File: config.mk
export PLATFORM = sky130hd
export DESIGN_NAME = filter_mode_sequencer
export DESIGN_NICKNAME = d
export VERILOG_FILES = /design/src/rtl/filter_pkg.sv /design/src/rtl/sync_edge_detect.sv /design/src/rtl/filter_mode_sequencer.sv
export SDC_FILE = /design/constraint.sdc
export NUM_CORES = 1
export LEC_CHECK = 0
export CORE_MARGIN = 2
export CORE_UTILIZATION = 55
export CTS_BUF_LIST = sky130_fd_sc_hd__clkbuf_4 sky130_fd_sc_hd__clkbuf_8
export DETAILED_ROUTE_END_ITERATION = 6
export GPL_ROUTABILITY_DRIVEN = 0
export PLACE_DENSITY = 0.88
export SYNTH_ARGS = -nofsm -noshare
export SYNTH_HDL_FRONTEND = slang
export SYNTH_SLANG_ARGS = --single-unit
File: constraint.sdc
create_clock -name VGA_CLK -period 3 [get_ports VGA_CLK]
set_input_delay 0.45 -clock VGA_CLK [delete_from_list [all_inputs] [get_ports VGA_CLK]]
set_output_delay 0.45 -clock VGA_CLK [all_outputs]
set_load 0.01 [all_outputs]
File: src/rtl/filter_pkg.sv
// filter_pkg: shared mode/state encodings and constants for filter_mode_sequencer
package filter_pkg;
  typedef enum logic [3:0] {
    PASS        = 4'd0,
    GRAY        = 4'd1,
    INVERT      = 4'd2,
    THRESH      = 4'd3,
    BLUR        = 4'd4,
    SHARPEN     = 4'd5,
    EDGE_H      = 4'd6,
    EDGE_V      = 4'd7,
    SOBEL       = 4'd8,
    EMBOSS      = 4'd9,
    BLUR_RGB    = 4'd10,
    SHARPEN_RGB = 4'd11
  } mode_e;
  typedef enum logic [1:0] {WAIT_SYNC, ACTIVE, VBLANK} state_e;
  localparam int NUM_MODES = 12;
  localparam int KERNEL_RADIUS = 1;
  function automatic logic [3:0] clamp_mode(input logic [3:0] m);
    return m > 4'(NUM_MODES - 1) ? PASS : m;
  endfunction
  function automatic logic [3:0] next_mode(input logic [3:0] m);
    return m >= 4'(NUM_MODES - 1) ? PASS : m + 4'd1;
  endfunction
endpackage

File: src/rtl/sync_edge_detect.sv
// sync_edge_detect: single-cycle rise/fall pulses from comparing a sync input with its previous value
module sync_edge_detect (
  input  logic clk,
  input  logic rst,
  input  logic d,
  output logic rise,
  output logic fall
);
  logic prev;
  always_ff @(posedge clk) prev <= rst ? 1'b0 : d;
  assign rise = d & ~prev;
  assign fall = ~d & prev;
endmodule

File: src/rtl/filter_mode_sequencer.sv
// filter_mode_sequencer: follows VGA timing, latches the filter mode at frame boundaries, reports pixel position.
// Define FILTER_AUTOCYCLE_EN to ignore req_mode and step through all modes every CYCLE_FRAMES frames.
module filter_mode_sequencer
  import filter_pkg::*;
#(
  parameter int WIDTH        = 800,
  parameter int HEIGHT       = 480,
  parameter int CYCLE_FRAMES = 120
) (
  input  logic       VGA_CLK,
  input  logic       reset,
  input  logic       iVGA_HS,
  input  logic       iVGA_VS,
  input  logic       iVGA_BLANK_N,
  input  logic [3:0] req_mode,
  output logic [3:0] active_mode,
  output logic       mode_changed,
  output logic [9:0] pix_x,
  output logic [9:0] pix_y,
  output logic       border,
  output logic       frame_start
);
  localparam logic [9:0] X_MAX = 10'(WIDTH - 1);
  localparam logic [9:0] Y_MAX = 10'(HEIGHT - 1);
  state_e state, state_n;
  logic hs_rise, hs_fall, vs_rise, vs_fall, blank_rise, blank_fall, unused_rise;
  logic live, border_n;
  logic [9:0] x_n, y_n;
  logic [3:0] mode_n;

  sync_edge_detect u_hs (.clk(VGA_CLK), .rst(reset), .d(iVGA_HS), .rise(hs_rise), .fall(hs_fall));
  sync_edge_detect u_vs (.clk(VGA_CLK), .rst(reset), .d(iVGA_VS), .rise(vs_rise), .fall(vs_fall));
  sync_edge_detect u_blank (.clk(VGA_CLK), .rst(reset), .d(iVGA_BLANK_N), .rise(blank_rise), .fall(blank_fall));
  assign unused_rise = hs_rise ^ vs_rise;

`ifdef FILTER_AUTOCYCLE_EN
  logic [15:0] frames;
  logic unused_req;
  assign unused_req = ^req_mode;
  always_ff @(posedge VGA_CLK)
    if (reset) frames <= '0;
    else if (vs_fall) frames <= (frames == 16'(CYCLE_FRAMES - 1)) ? '0 : frames + 16'd1;
  assign mode_n = (vs_fall && frames == 16'(CYCLE_FRAMES - 1)) ? next_mode(active_mode) : active_mode;
`else
  logic [3:0] pending;
  always_ff @(posedge VGA_CLK) pending <= reset ? PASS : clamp_mode(req_mode);
  assign mode_n = vs_fall ? pending : active_mode;
`endif

  always_ff @(posedge VGA_CLK)
    if (reset) begin
      state        <= WAIT_SYNC;
      active_mode  <= PASS;
      mode_changed <= 1'b0;
      pix_x        <= '0;
      pix_y        <= '0;
      border       <= 1'b0;
      frame_start  <= 1'b0;
    end else begin
      state        <= state_n;
      active_mode  <= mode_n;
      mode_changed <= mode_n != active_mode;
      pix_x        <= x_n;
      pix_y        <= y_n;
      border       <= border_n;
      frame_start  <= vs_fall;
    end

  always_comb state_n = vs_fall ? VBLANK : (state == VBLANK && blank_rise) ? ACTIVE : state;

  // The first visible pixel of a line keeps column 0, so pix_x always names the pixel just presented.
  always_comb begin
    live     = state != WAIT_SYNC;
    x_n      = hs_fall ? '0 : (live && iVGA_BLANK_N && !blank_rise && pix_x != X_MAX) ? pix_x + 10'd1 : pix_x;
    y_n      = vs_fall ? '0 : (state == ACTIVE && blank_fall && pix_y != Y_MAX) ? pix_y + 10'd1 : pix_y;
    border_n = live && iVGA_BLANK_N && (x_n == '0 || x_n == X_MAX || y_n == '0 || y_n == Y_MAX);
  end
endmodule

Yosys cells after proc, flatten, opt, wreduce, memory -nomap -nowiden
Index checks and enable logic that the tools add are counted.
- reduce and logical (&&, ||, !) cells: 17
- bitwise operators: 8
- equal/unequal tests: 7
- order comparisons: 1
- $add $sub $neg: 2
- multiplexer cells: 7
- operator list (kind ; number):
    $mux 10 ; 4
    $add 10x1->10 const B ; 2
    $logic_not 10->1 ; 2
    $eq 10x10->1 const B ; 1
    $eq 10x9->1 const B ; 1
    $ne 10x10->1 const B ; 1
    $ne 10x9->1 const B ; 1
    $logic_and 1x1->1 ; 7
    $and 1x1->1 ; 4
    $gt 4x4->1 const B ; 1
    $mux 2 ; 2
    $mux 4 ; 1
    $ne 4x4->1 ; 1
    $not 1->1 ; 4
    $reduce_bool 2->1 ; 2
    $reduce_or 2->1 ; 2
    $logic_or 1x1->1 ; 3
    $eq 2x1->1 const B ; 1
    $eq 2x2->1 const B ; 1
    $logic_not 1->1 ; 1
- bits in registers: 36
- output and inout port bits: 27

Depth between registers and ports, before layout
Gate-level depths: netlist of run 1.
- word-level depth: 12
- depth in mapped cells: 8

Cells and area by module
Synthesis of run 1 repeated with hierarchy kept, for this count alone.
- cell total of the unflattened synthesis: 225
- area, all modules: 1874.3 um^2
- by module, submodules not included (module ; seq. area each (um^2) ; times used ; cells an instance ; area each (um^2)):
    filter_mode_sequencer ; 660.6 ; 1 ; 213 ; 1757.9
    sync_edge_detect ; 20.0 ; 3 ; 4 ; 38.8

Least setup slack after synthesis of run 1
No wires, ideal clock.
- kind: register -> register
- start point: register pix_y[0]
- end point: register border
- cell stages (with the launch flop): 9
- setup time: 73 ps
- arrival: 2058 ps
- clock period less this slack: 2131 ps
- setup slack: 869 ps
- cell sequence: dfxtp_1 -> ha_1 -> nand3_1 -> nor3_1 -> xor2_1 -> o211ai_1 -> or4_1 -> o311a_1 -> o22ai_2
- longest elaborated chain between the ends: 8
- elaborated cells between the ends (all ways): 10
- RTL lines (element ; line ; RTL):
    start, declared ; filter_mode_sequencer.sv:19 ; output logic [9:0] pix_y,
    start signal, assigned ; filter_mode_sequencer.sv:64 ; pix_y <= y_n;
    parallel branches: the longest is 2 deep, another holds $add 10x1->10 ; -- ;
    $mux 10 (*) (2 in series) ; filter_mode_sequencer.sv:75 ; y_n = vs_fall ? '0 : (state == ACTIVE && blank_fall && pix_y != Y_MAX) ? pix_y + 10'd1 : pix_y;
    $logic_not 10->1 ; filter_mode_sequencer.sv:76 ; border_n = live && iVGA_BLANK_N && (x_n == '0 || x_n == X_MAX || y_n == '0 || y_n == Y_MAX);
    $logic_or 1x1->1 ; filter_mode_sequencer.sv:76 ;
    $logic_or 1x1->1 (*) ; filter_mode_sequencer.sv:76 ;
    $logic_and 1x1->1 (*) ; filter_mode_sequencer.sv:76 ;
    end signal, assigned ; filter_mode_sequencer.sv:65 ; border <= border_n;
    end, declared ; filter_mode_sequencer.sv:20 ; output logic border,
Mark *: on every way between the ends.
A chain may end at the register's enable or synchronous reset.

Final worst setup path of run 1
- start point: input iVGA_BLANK_N
- end point: register border
- longest elaborated chain between the ends: 11
- elaborated cells between the ends (all ways): 21
- RTL lines (element ; line ; RTL):
    start, declared ; filter_mode_sequencer.sv:14 ; input logic iVGA_BLANK_N,
    $and 1x1->1 ; sync_edge_detect.sv:11 ; assign rise = d & ~prev;
    $logic_not 1->1 ; filter_mode_sequencer.sv:74 ; x_n = hs_fall ? '0 : (live && iVGA_BLANK_N && !blank_rise && pix_x != X_MAX) ? pix_x + 10'd1 : pix_x;
    $logic_and 1x1->1 (2 in series) ; filter_mode_sequencer.sv:74 ;
    $mux 10 (2 in series) ; filter_mode_sequencer.sv:74 ;
    $eq 10x10->1 or $logic_not 10->1 (tied branches) ; filter_mode_sequencer.sv:76 ;
    $logic_or 1x1->1 (3 in series) ; filter_mode_sequencer.sv:76 ;
    $logic_and 1x1->1 (*) ; filter_mode_sequencer.sv:76 ;
Mark *: on every way between the ends. The rest lies on a longest branch, timed or not.

==> run metrics, run 1 <==
row count 21; CP Max Fanout 7; Post-route DRC 0; Final Max Tran Viols 0; fmax 388 MHz; FFs w/ async S/R, synth 0%; Clock Tree Root clkbuf_4; # setup viols final 0; register area share after synthesis 38.8%; initial antenna violation count 0; Avg Cell Area, Syn 8.45 um^2; IO buf count 35; CTS Buf Count 5; CP Capture Type flop; DRT Wirelength 4240 um; DR vias 1761; Hold Violations, Final 0; largest net degree at the start of global routing 15; CORE AREA 0.00328 mm^2; hold_buf cts 0; Slew headroom 61.9%; ANT cells 0; LEAKAGE 0.856 nW; EDFF count, synth 0; first-pass GRT wire length 7510 um; mean routed wirelength per cell 14.0 um; YS warnings 0; Max-Cap Viols 0; H-tree levels 2; cts repair resizes 0; Initial Util 56.6%; Synth Cell Area 0.00186 mm^2; GRT Overall Usage 23.8%; Layout Area Growth over Synthesis 25.6%; Setup TNS Final 0 ns; Worst Path Required 3.29 ns; Synth cell types 45; Worst-Skew Late Latency 0.35 ns; placed inst area 0.00225 mm^2; vias in the first global route 1707; worst slew pin tran 0.569 ns; area of the die 0.00386 mm^2; Fin Hold WS 0.470 ns; skew final 0.0154 ns; worst min-delay path category flop to flop; Worst Path Arrival 2.87 ns; Synth Flop Type dfxtp_1; Via density 5.81; Post CTS Setup Buffer Count 0; DIE WIDTH 62.1 um; die height 62.1 um; Net count, final 267; DRT Pass-1 Iters 4; Post-Synthesis Cells 220; reg2reg setup slack 0.54 ns; GRT Residual Overflow 0; CTS tree yes; Net Count, Synth 231; status completed; Final min period 2.58 ns; Final WS setup 0.425 ns; layout cells sized above 1 6.61%; clk sink count 36; synthesized flop and latch total 36; most frequent cells in the layout dfxtp_1 (36), clkdlybuf4s50_1 (35), nor2_1 (22), nand2_1 (21), a21oi_1 (12); DP Worst Slack 0.0750 ns; commonest non-fill, non-tap cell in the layout dfxtp_1; Final period util 85.8%; post-detailed-placement half-perimeter wirelength 3090 um; Worst setup SP type input port; PD cells 379 mW/mm^2; I/O Pins 36; CTS Buffer Depth 2; VDD IR-drop max 0.280 mV; First DRT Iteration DRCs 110; number of routed nets with antenna violations 0; Worst-path clk slew 0.12 ns; Setup CP Type input port to flop; unrepaired setup endpoints after global routing false; Post-Route Utilization 71.1%; design area 0.00233 mm^2
-- stage by stage --
| stage | power [mW] | std cells |
|---|---|---|
| 3_3_place_gp | 0.551 | 295 |
| 3_5_place_dp | 0.553 | 295 |
| 5_1_grt | 0.932 | 303 |
| 2_1_floorplan | 0.527 | 220 |
| 4_1_cts | 0.894 | 303 |
| 6_report | 0.886 | 303 |
-- flip-flops by register name (all words and copies together), names as in the netlist --
register,cells
pix_x,10
pix_y,10
active_mode,4
pending,4
state,2
border,1
frame_start,1
mode_changed,1
u_blank.prev,1
u_hs.prev,1
u_vs.prev,1
-- Yosys cell counts, types with 2 or more instances --
cell type | count | area, um^2
and3b_1 | 2 | 17.5
o21a_1 | 2 | 15.0
dfxtp_1 | 36 | 721
nor2_1 | 22 | 82.6
nand4_1 | 6 | 37.5
nor3_1 | 10 | 50.1
nand2_1 | 21 | 78.8
and2_1 | 2 | 12.5
nor4b_1 | 2 | 17.5
and3_1 | 5 | 31.3
nor3b_1 | 2 | 15.0
xor2_1 | 10 | 87.6
nor2b_1 | 9 | 56.3
xnor2_1 | 4 | 35.0
a211oi_1 | 4 | 30.0
ha_1 | 2 | 25.0
nor4_1 | 3 | 18.8
inv_1 | 3 | 11.3
clkbuf_1 | 9 | 33.8
nand3_1 | 7 | 35.0
o2111ai_1 | 2 | 17.5
o311a_1 | 2 | 20.0
or3_1 | 3 | 18.8
a31oi_1 | 5 | 31.3
mux2i_1 | 3 | 30.0
o211ai_1 | 3 | 22.5
o21ai_0 | 7 | 35.0
a21oi_1 | 12 | 60.1
nand2b_1 | 5 | 31.3
nand4bb_1 | 2 | 22.5
-- report_power, final --
part	internal (mW)	switching, mW
Clock	0.174	0.170
Sequential	0.486	0.00659
Combinational	0.0257	0.0245
Total	0.685	0.201
-- metal layers --
metal	share of wire, %	track usage [%]	vias to the layer above
met1	43	28.9	820
met4	1.3	10.0	0
met3	5.7	6.16	5
li1	-	-	872
met2	50	40.1	64
met5	0	0	-
-- logic make-up (layout without fill, tap and decap cells) --
family | count (synthesis) | in the layout | share of synthesized area [%]
AO/OA/AOI/OAI | 45 | 45 | 16.8
XOR/XNOR | 14 | 14 | 6.59
adder cells (fa/ha/maj) | 2 | 2 | 1.35
buffers and inverters | 14 | 51 | 3.30
flip-flops | 36 | 36 | 38.8
multiplexers | 3 | 3 | 1.62
AND/OR/NAND/NOR | 106 | 106 | 31.6
-- path summary, 6_finish.rpt --
path,start,endpoint,depth (start not counted)
setup / recovery,iVGA_BLANK_N,border$_SDFF_PP0_,8
hold / removal,pending[3]$_SDFF_PP0_,active_mode[3]$_SDFF_PP0_,2
setup reg to reg,state[0]$_SDFFE_PP0P_,border$_SDFF_PP0_,7
hold reg to reg,pending[3]$_SDFF_PP0_,active_mode[3]$_SDFF_PP0_,2
-- final cells by class --
class	count	area [um^2]
Sequential cell	36	721
Clock inverter	3	42.5
Fill cell	273	950
Multi-Input combinational cell	170	1080
Inverter	3	11.3
Timing Repair Buffer	40	388
Clock buffer	5	37.5
Tap cell	46	57.6
-- worst max-delay path, cell delays in order --
cell and delay [ns]:
clkdlybuf4s50_1 0.43, nand4bb_1 0.44, nor4_4 0.40, xor2_1 0.26, o211ai_1 0.13, or4_1 0.50, o311a_1 0.16, o22ai_2 0.09
Note: power is estimated with default switching activity, not from simulation.
==> inputs of run 2 (changes only) <==
--- a/config.mk
+++ b/config.mk
@@ -5,6 +5,7 @@
 export SDC_FILE = /design/constraint.sdc
 export NUM_CORES = 1
 export LEC_CHECK = 0
+export CAP_MARGIN = 5
 export CORE_MARGIN = 2
 export CORE_UTILIZATION = 55
 export CTS_BUF_LIST = sky130_fd_sc_hd__clkbuf_4 sky130_fd_sc_hd__clkbuf_8
==> constraint.sdc (replaced) <==
create_clock -name VGA_CLK -period 3.13 [get_ports VGA_CLK]
set_input_delay 0.4695 -clock VGA_CLK [delete_from_list [all_inputs] [get_ports VGA_CLK]]
set_output_delay 0.4695 -clock VGA_CLK [all_outputs]
set_load 0.01 [all_outputs]
==> run metrics, run 2 (same netlist as run 1, synthesis figures left out) <==
layout cells sized above 1 5.88%; Post-route DRC 0; hold_buf cts 0; CTS Buf Count 5; cts repair resizes 0; PD cells 364 mW/mm^2; first-pass GRT wire length 7250 um; VDD IR-drop max 0.306 mV; status completed; DIE WIDTH 62.1 um; Int Pwr 0.665 mW; area of the die 0.00386 mm^2; row count 21; Worst-path clk slew 0.11 ns; placed inst area 0.00224 mm^2; post-detailed-placement half-perimeter wirelength 2990 um; Worst Path Required 3.40 ns; DP Worst Slack 0.238 ns; IO buf count 35; worst min-delay path category flop to flop; Via density 5.70; CORE AREA 0.00328 mm^2; DR vias 1715; # setup viols final 0; DRT Wirelength 4080 um; Worst setup SP type input port; CTS Buffer Depth 2; CP Capture Type flop; ANT cells 0; Top Registers pix_x (10), pix_y (10); hold depth 2; GRT Residual Overflow 0; Clock power frac 38.6%; mean routed wirelength per cell 13.6 um; unrepaired setup endpoints after global routing false; share of power burned in registers 55.9%; Final WS setup 0.586 ns; die height 62.1 um; worst slew pin tran 0.556 ns; Final period util 81.3%; Hold Violations, Final 0; vias in the first global route 1684; Setup CP Type input port to flop; First DRT Iteration DRCs 91; number of routed nets with antenna violations 0; initial antenna violation count 0; design area 0.00232 mm^2; LEAKAGE 0.851 nW; H-tree levels 2; R2R depth 7; Initial Util 56.6%; Worst Path Arrival 2.82 ns; I/O Pins 36; Final Max Tran Viols 0; Setup TNS Final 0 ns; GRT Overall Usage 23.0%; Slew headroom 62.8%; Final min period 2.54 ns; Worst-Skew Late Latency 0.34 ns; Post CTS Setup Buffer Count 0; Gate power share 5.6%; switch share 21.1%; most frequent cells in the layout dfxtp_1 (36), clkdlybuf4s50_1 (35), nor2_1 (22), nand2_1 (21), a21oi_1 (12); largest net degree at the start of global routing 15; fmax 393 MHz; Switch Pwr 0.178 mW; Layout Area Growth over Synthesis 24.8%; commonest non-fill, non-tap cell in the layout dfxtp_1; clk sink count 36; Clock Tree Root clkbuf_4; CTS tree yes; CP Max Fanout 7; skew final 0.0116 ns; DRT Pass-1 Iters 4; Max-Cap Viols 0; Net count, final 265
## run 2: changes by cell type in the layout (fill, tap and decap cells not counted)
cell / change
buf_4: -2
clkbuf_4: +1
clkinvlp_4: -1
## run 2: power by group through the flow
stage | sequential, mW | clock, mW | combinational (mW)
6_report | 0.471 | 0.325 | 0.0468
3_3_place_gp | 0.482 | 0 | 0.0457
2_1_floorplan | 0.481 | 0 | 0.0239
3_5_place_dp | 0.482 | 0 | 0.0468
4_1_cts | 0.471 | 0.334 | 0.0470
5_1_grt | 0.473 | 0.358 | 0.0529
## run 2: area by class of cell
| type | instances | area (um^2) |
|---|---|---|
| Clock buffer | 6 | 45.0 |
| Clock inverter | 2 | 35.0 |
| Fill cell | 267 | 965 |
| Inverter | 3 | 11.3 |
| Multi-Input combinational cell | 170 | 1080 |
| Sequential cell | 36 | 721 |
| Tap cell | 46 | 57.6 |
| Timing Repair Buffer | 38 | 373 |
## run 2: final timing paths
path                                       startpoint                         to  slack [ns]
worst min-delay path            pending[3]$_SDFF_PP0_  active_mode[3]$_SDFF_PP0_        0.47
worst max-delay path                     iVGA_BLANK_N          border$_SDFF_PP0_        0.59
worst max register to register  state[0]$_SDFFE_PP0P_          border$_SDFF_PP0_        0.74
worst min register to register  pending[3]$_SDFF_PP0_  active_mode[3]$_SDFF_PP0_        0.47
## run 2: through the flow
| step | instances | total power [mW] | util (%) | hold WS [ns] |
|---|---|---|---|---|
| final | 301 | 0.844 | 70.6 | 0.468 |
| after global routing | 301 | 0.884 | 70.6 | 0.503 |
| after CTS | 301 | 0.852 | 70.6 | 0.473 |
| after detailed placement | 293 | 0.529 | 68.2 | 0.462 |
| after global placement | 293 | 0.527 | 68.2 | 0.450 |
| after floorplan | 220 | 0.505 | - | 0.443 |
## run 2: worst max-delay path, stage by stage
cell and delay (ns):
clkdlybuf4s50_1 0.43, nand4bb_1 0.43, nor4_4 0.40, xor2_1 0.25, o211ai_1 0.11, or4_1 0.48
o311a_1 0.16, o22ai_2 0.09
## run 2: layer usage
layer,routed length [um],up-vias,GRT usage (%)
li1,-,867,-
met5,0,-,0
met2,2000,42,39.4
met4,70,0,10.8
met3,152,6,4.35
met1,1860,800,27.9
